<file path="config.mk">
export PLATFORM = sky130hd
export DESIGN_NAME = brick_field
export DESIGN_NICKNAME = d
export VERILOG_FILES = /design/src/rtl/brick_field.sv
export SDC_FILE = /design/constraint.sdc
export NUM_CORES = 1
export LEC_CHECK = 0
export ABC_AREA = 1
export CORE_MARGIN = 4
export CORE_UTILIZATION = 40
export CTS_BUF_LIST = sky130_fd_sc_hd__clkbuf_16
export CTS_CLUSTER_DIAMETER = 60
export DETAILED_ROUTE_END_ITERATION = 16
export GPL_TIMING_DRIVEN = 0
export PLACE_DENSITY = 0.63
export SYNTH_ARGS = -nofsm -noshare
export SYNTH_HDL_FRONTEND = slang
export SYNTH_SLANG_ARGS = --single-unit
</file>
<file path="constraint.sdc">
create_clock -name clk -period 3.1 [get_ports clk]
set_input_delay 0.775 -clock clk [delete_from_list [all_inputs] [get_ports clk]]
set_output_delay 0.775 -clock clk [all_outputs]
set_load 0.02 [all_outputs]
</file>
<file path="src/rtl/brick_field.sv">
// Brick layer for the breakout game: ten-brick row with ball hit detection,
// hit lockout, level-clear/refill sequencing and the brick pixel colour.
module brick_field #(
  parameter logic [9:0]  BRICK_Y    = 10'd40,
  parameter logic [9:0]  BRICK_W    = 10'd60,
  parameter logic [9:0]  BRICK_H    = 10'd20,
  parameter logic [9:0]  PITCH      = 10'd64,
  parameter logic [19:0] LOCKOUT    = 20'd416667,
  parameter logic [23:0] CLEAR_HOLD = 24'd6000000
) (
  input  logic        clk,
  input  logic        rst,
  input  logic [9:0]  x,
  input  logic [9:0]  y,
  input  logic        active_pixels,
  input  logic [9:0]  ball_x,
  input  logic [9:0]  ball_y,
  input  logic [9:0]  ball_width,
  input  logic [9:0]  ball_height,
  output logic [9:0]  collide,
  output logic [9:0]  block_x,
  output logic [9:0]  block_y,
  output logic [9:0]  block_width,
  output logic [9:0]  block_height,
  output logic [9:0]  alive,
  output logic [15:0] score,
  output logic        level_clear,
  output logic [23:0] vga_color
);

  typedef enum logic [1:0] {RUN = 2'd0, CLEAR = 2'd1, REFILL = 2'd2} state_t;

  state_t       state_r;
  logic [19:0]  lock_r;
  logic [23:0]  clr_r;
  logic [10:0]  lx_s [10];
  logic [9:0]   overlap_s;
  logic [9:0]   cand_s;
  logic [3:0]   hit_idx_s;
  logic         hit_s;

  // Brick geometry, ball overlap (11-bit sums, no wrap) and lowest-index selection.
  always_comb begin
    overlap_s = 10'd0;
    for (int i = 0; i < 10; i++) begin
      lx_s[i] = 11'(i) * {1'b0, PITCH};
      overlap_s[i] = ({1'b0, ball_x} < lx_s[i] + {1'b0, BRICK_W}) &&
                     ({1'b0, ball_x} + {1'b0, ball_width} > lx_s[i]) &&
                     ({1'b0, ball_y} < {1'b0, BRICK_Y} + {1'b0, BRICK_H}) &&
                     ({1'b0, ball_y} + {1'b0, ball_height} > {1'b0, BRICK_Y});
    end
    cand_s    = overlap_s & alive;
    hit_idx_s = 4'd0;
    for (int i = 9; i >= 0; i--) begin
      hit_idx_s = cand_s[i] ? 4'(i) : hit_idx_s;
    end
    hit_s = (state_r == RUN) && (lock_r == 20'd0) && (cand_s != 10'd0);
  end

  // Game state: hits, lockout, clear hold and refill.
  always_ff @(posedge clk or negedge rst) begin
    if (!rst) begin
      state_r      <= RUN;
      alive        <= 10'h3FF;
      collide      <= 10'd0;
      score        <= 16'd0;
      level_clear  <= 1'b0;
      lock_r       <= 20'd0;
      clr_r        <= 24'd0;
      block_x      <= 10'd0;
      block_y      <= BRICK_Y;
      block_width  <= BRICK_W;
      block_height <= BRICK_H;
    end else begin
      collide <= 10'd0;
      lock_r  <= (lock_r != 20'd0) ? lock_r - 20'd1 : 20'd0;
      case (state_r)
        RUN: begin
          if (hit_s) begin
            collide      <= 10'd1 << hit_idx_s;
            alive        <= alive & ~(10'd1 << hit_idx_s);
            block_x      <= lx_s[hit_idx_s][9:0];
            block_y      <= BRICK_Y;
            block_width  <= BRICK_W;
            block_height <= BRICK_H;
            score        <= (score != 16'hFFFF) ? score + 16'd1 : score;
            lock_r       <= LOCKOUT;
          end else if (alive == 10'd0) begin
            state_r     <= CLEAR;
            clr_r       <= CLEAR_HOLD;
            level_clear <= 1'b1;
          end else begin
            state_r <= RUN;
          end
        end
        CLEAR: begin
          // Leaving when the count would reach zero keeps CLEAR exactly CLEAR_HOLD cycles long.
          if (clr_r <= 24'd1) begin
            state_r     <= REFILL;
            clr_r       <= 24'd0;
            level_clear <= 1'b0;
          end else begin
            clr_r <= clr_r - 24'd1;
          end
        end
        REFILL: begin
          alive   <= 10'h3FF;
          lock_r  <= LOCKOUT;
          state_r <= RUN;
        end
        default: begin
          state_r     <= RUN;
          level_clear <= 1'b0;
        end
      endcase
    end
  end

  // Brick pixel colour: red for even bricks, orange for odd, black elsewhere.
  always_comb begin
    vga_color = 24'h000000;
    for (int i = 0; i < 10; i++) begin
      vga_color = (active_pixels && alive[i] &&
                   ({1'b0, x} >= lx_s[i]) && ({1'b0, x} < lx_s[i] + {1'b0, BRICK_W}) &&
                   (y >= BRICK_Y) && ({1'b0, y} < {1'b0, BRICK_Y} + {1'b0, BRICK_H}))
                  ? ((i % 2 == 1) ? 24'hFF8000 : 24'hFF0000) : vga_color;
    end
  end

endmodule

</file>
==> results_dict.tcl <==
set metrics [dict create \
    max_stage_delay_ns 0.45 \
    ys.warnings.count 0 \
    rows 47 \
    yosysSeqAreaShare_pct 32.4 \
    grt_max_degree 64 \
    rsz0062_at_grt "true" \
    power_frac_clock_pct 34.3 \
    worst_setup_path_start_kind "input pin" \
    finalCriticalPeriod_ns 3.26 \
    crit_slowest_cell "a2111o_1" \
    clkLatencyLatePin_ns 0.34 \
    stdcell_count 1425 \
    synth_ff_type "dfrtp_1" \
    synthTopCellsByArea "dfrtp_1, nand2_1, nor2_1" \
    area_delta_synth_final_pct 49.9 \
    drt_iter0_drc 383 \
    power_mw 2.94 \
    cpMostUsedCell "buf_6" \
    drtPass1Iterations 5 \
    peakVddDrop_v 0.000222 \
    hold_path_class "in -> async" \
    dieArea_um2 19000 \
    io_pins 164 \
    synth_cell_types 49 \
    slew_headroom_pct 52.9 \
    cts_buffers 9 \
    top_layer_used "met4" \
    worstSetupEndpointType "output port" \
    drive_gt1_share_pct 33.9 \
    critical_path_arrival_ns 2.48 \
    power_density_nw_per_um2 290 \
    path_clk_slew_ns 0.06 \
    die_w_um 138 \
    layout.nets 1289 \
    fin_crit_sh_pct 105 \
    hold_buffers 0 \
    synth_top_cell_area_share_pct 28.6 \
    vias 6927 \
    switching_share_pct 31.4 \
    cap_violations 0 \
    p_switching_mw 0.923 \
    path_cells "clkdlybuf4s15_2 > inv_4 > nor4_4 > nor3_1 > and3_1 > a2111o_1 > buf_6 > buf_6 > buf_6" \
    fmax_ghz 0.307 \
    via_per_inst 4.86 \
    violations "setup timing" \
    htreeDepth 3 \
    die_y_um 138 \
    antenna_cells 0 \
    mappedNetlistArea_um2 6750 \
    dp_hpwl_um 13400 \
    route.met3.wl_um 1120 \
    grt.overflow.total 0 \
    core_area_um2 16600 \
    yosys.area.top_type "dfrtp_1" \
    r2r_cells 17 \
    path_max_fanout 7 \
    fin_worst_skew_ns 0.00782 \
    drc 0 \
    drt_wl_total_um 19300 \
    dpl.cell_count 1346 \
    worst_pin_slew_ns 0.702 \
    grt_pass1_vias 6574 \
    initial_core_util_pct 40.7 \
    place_congestion 0.907 \
    grt_pass1_wl_um 30400 \
    seq_power_share_pct 38.7 \
    numPortBuffers 108 \
    critical_path_required_ns 2.32 \
    antenna_left 0 \
    p_leak_nw 5.07 \
    wl_per_cell_um 13.6 \
    clockRootBuffer "clkbuf_16" \
    worstSetupPathType "in -> out" \
    cts_tree "built" \
    met1Wirelength_um 8400 \
    p_comb_share_pct 27.1 \
    clock_sinks 87 \
    avgSynthCellArea_um2 6.97 \
    gr-usage-all-layers_pct 19.6 \
    antenna_found_initial 0 \
    final-setup-viol-count 28 \
    finalMaxSlewViolations 0 \
    synth_edf_count 0 \
    reg2reg_from "lock_r[0]" \
    synthArstFlopShare_pct 100 \
    wl_met2_um 9590 \
    worst_slack_ns -0.156 \
    yosys_register_bits 87 \
    cts_max_path_buffers 2 \
    syn_inst 968 \
    status "finished with violations" \
    intPower_mw 2.01 \
    reg2reg_slack_ns 0.28 \
    hold_viol 0 \
    rr_endpoint "alive[0]" \
]
-- power by group through the flow --
stage / registers [mW] / clock network, mW / logic [mW]
after floorplan: 1.16 / 0 / 0.383
after global placement: 1.16 / 0 / 0.551
after detailed placement: 1.16 / 0 / 0.559
after CTS: 1.14 / 1.03 / 0.686
after global routing: 1.13 / 1.08 / 0.869
final: 1.14 / 1.01 / 0.796
-- through the flow --
step / utilization [%] / TNS (ns) / worst slack [ns] / area, um2 / hold WS (ns)
2_1_floorplan: - / -0.168 / -0.0598 / 6990 / 0.440
3_3_place_gp: 50.3 / -213.67 / -2.05 / 8340 / 0.457
3_5_place_dp: 50.5 / -47.72 / -0.984 / 8370 / 0.466
4_1_cts: 56.7 / -0.221 / -0.0936 / 9400 / 0.349
5_1_grt: 61.0 / -7.69 / -0.254 / 10100 / 0.362
6_report: 61.0 / -1.33 / -0.156 / 10100 / 0.345
-- final cells by class --
type	count	area, um2
inverter	138	534
multi-input combinational	729	4810
clock inverter	7	47.5
buffer	64	482
tap	220	275
timing repair buffer	171	1560
clock buffer	9	225
fill	1518	6470
sequential	87	2190
-- synth_stat cells, types with 2 or more instances --
| cell type | number |
|---|---|
| nand2_1 | 210 |
| nor2_1 | 127 |
| inv_1 | 125 |
| dfrtp_1 | 77 |
| nand3_1 | 68 |
| buf_4 | 58 |
| a21oi_1 | 31 |
| nand4_1 | 30 |
| o21ai_0 | 30 |
| nor3_1 | 29 |
| xor2_1 | 29 |
| ha_1 | 24 |
| nor4_1 | 17 |
| dfstp_2 | 10 |
| inv_2 | 10 |
| nand2_2 | 10 |
| xnor2_1 | 9 |
| a31oi_1 | 7 |
| o21ai_1 | 6 |
| nand3b_1 | 5 |
| nor2_4 | 5 |
| clkbuf_1 | 4 |
| nor2_2 | 4 |
| a2111oi_0 | 3 |
| clkinv_1 | 3 |
| a21o_1 | 2 |
| a22oi_1 | 2 |
| and2_1 | 2 |
| and3_1 | 2 |
| conb_1 | 2 |
| fa_1 | 2 |
| mux2_1 | 2 |
| nor3_2 | 2 |
| nor3b_1 | 2 |
| o2111ai_1 | 2 |
| o21bai_1 | 2 |
| o22ai_1 | 2 |
| or2_2 | 2 |
-- worst max-delay path, delay by kind of cell --
family          cells  cell delay, ns
compound gates      1            0.45
simple gates        3            0.53
buf+inv             5            0.72
-- registers in the layout, indices dropped and copies added, names as in the netlist --
signal	count
score	16
lock_r	20
block_x	4
level_clear	1
alive	10
state_r	2
clr_r	24
collide	10
-- layer usage --
metal	track usage [%]	vias to the layer above
li1	-	3525
met4	4.34	0
met1	25.4	3193
met5	0	-
met2	33.6	187
met3	4.28	22
-- how the worst max path moves through the flow --
stage / startpoint / to / slack, ns
after detailed placement: y[8] / vga_color[18] / -0.98
after floorplan: ball_y[0] / score[1] / -0.06
after CTS: y[6] / vga_color[18] / -0.09
after global placement: rst / score[0] / -2.05
final: x[7] / vga_color[18] / -0.16
after global routing: y[6] / vga_color[17] / -0.25
-- placed cells by master (no fill, tap or decap), types with 30 or more instances in the layout --
| cell type | count |
|---|---|
| nand2_1 | 149 |
| inv_1 | 111 |
| buf_4 | 101 |
| nor2_1 | 97 |
| dfrtp_1 | 77 |
| nand3_1 | 51 |
| conb_1 | 51 |
| nand2_2 | 50 |
| clkdlybuf4s50_1 | 46 |
| buf_6 | 34 |
| nand4_1 | 30 |
-- cells by family after synthesis --
| kind of cell | share of synthesized area, % |
|---|---|
| AO/OA/AOI/OAI | 7.93 |
| XOR/XNOR | 4.93 |
| adder cells (fa/ha/maj) | 5.04 |
| buffers and inverters | 14.6 |
| flip-flops | 32.4 |
| multiplexers | 0.556 |
| other | 0.111 |
| AND/OR/NAND/NOR | 34.4 |
-- timing repair --
action	CTS	global route
setup endpoints to repair	65	78
setup buffers	35	27
gates resized for setup	286	176
cloned	3	0
pin swaps	80	84
Power figures use the tool's default switching activity.
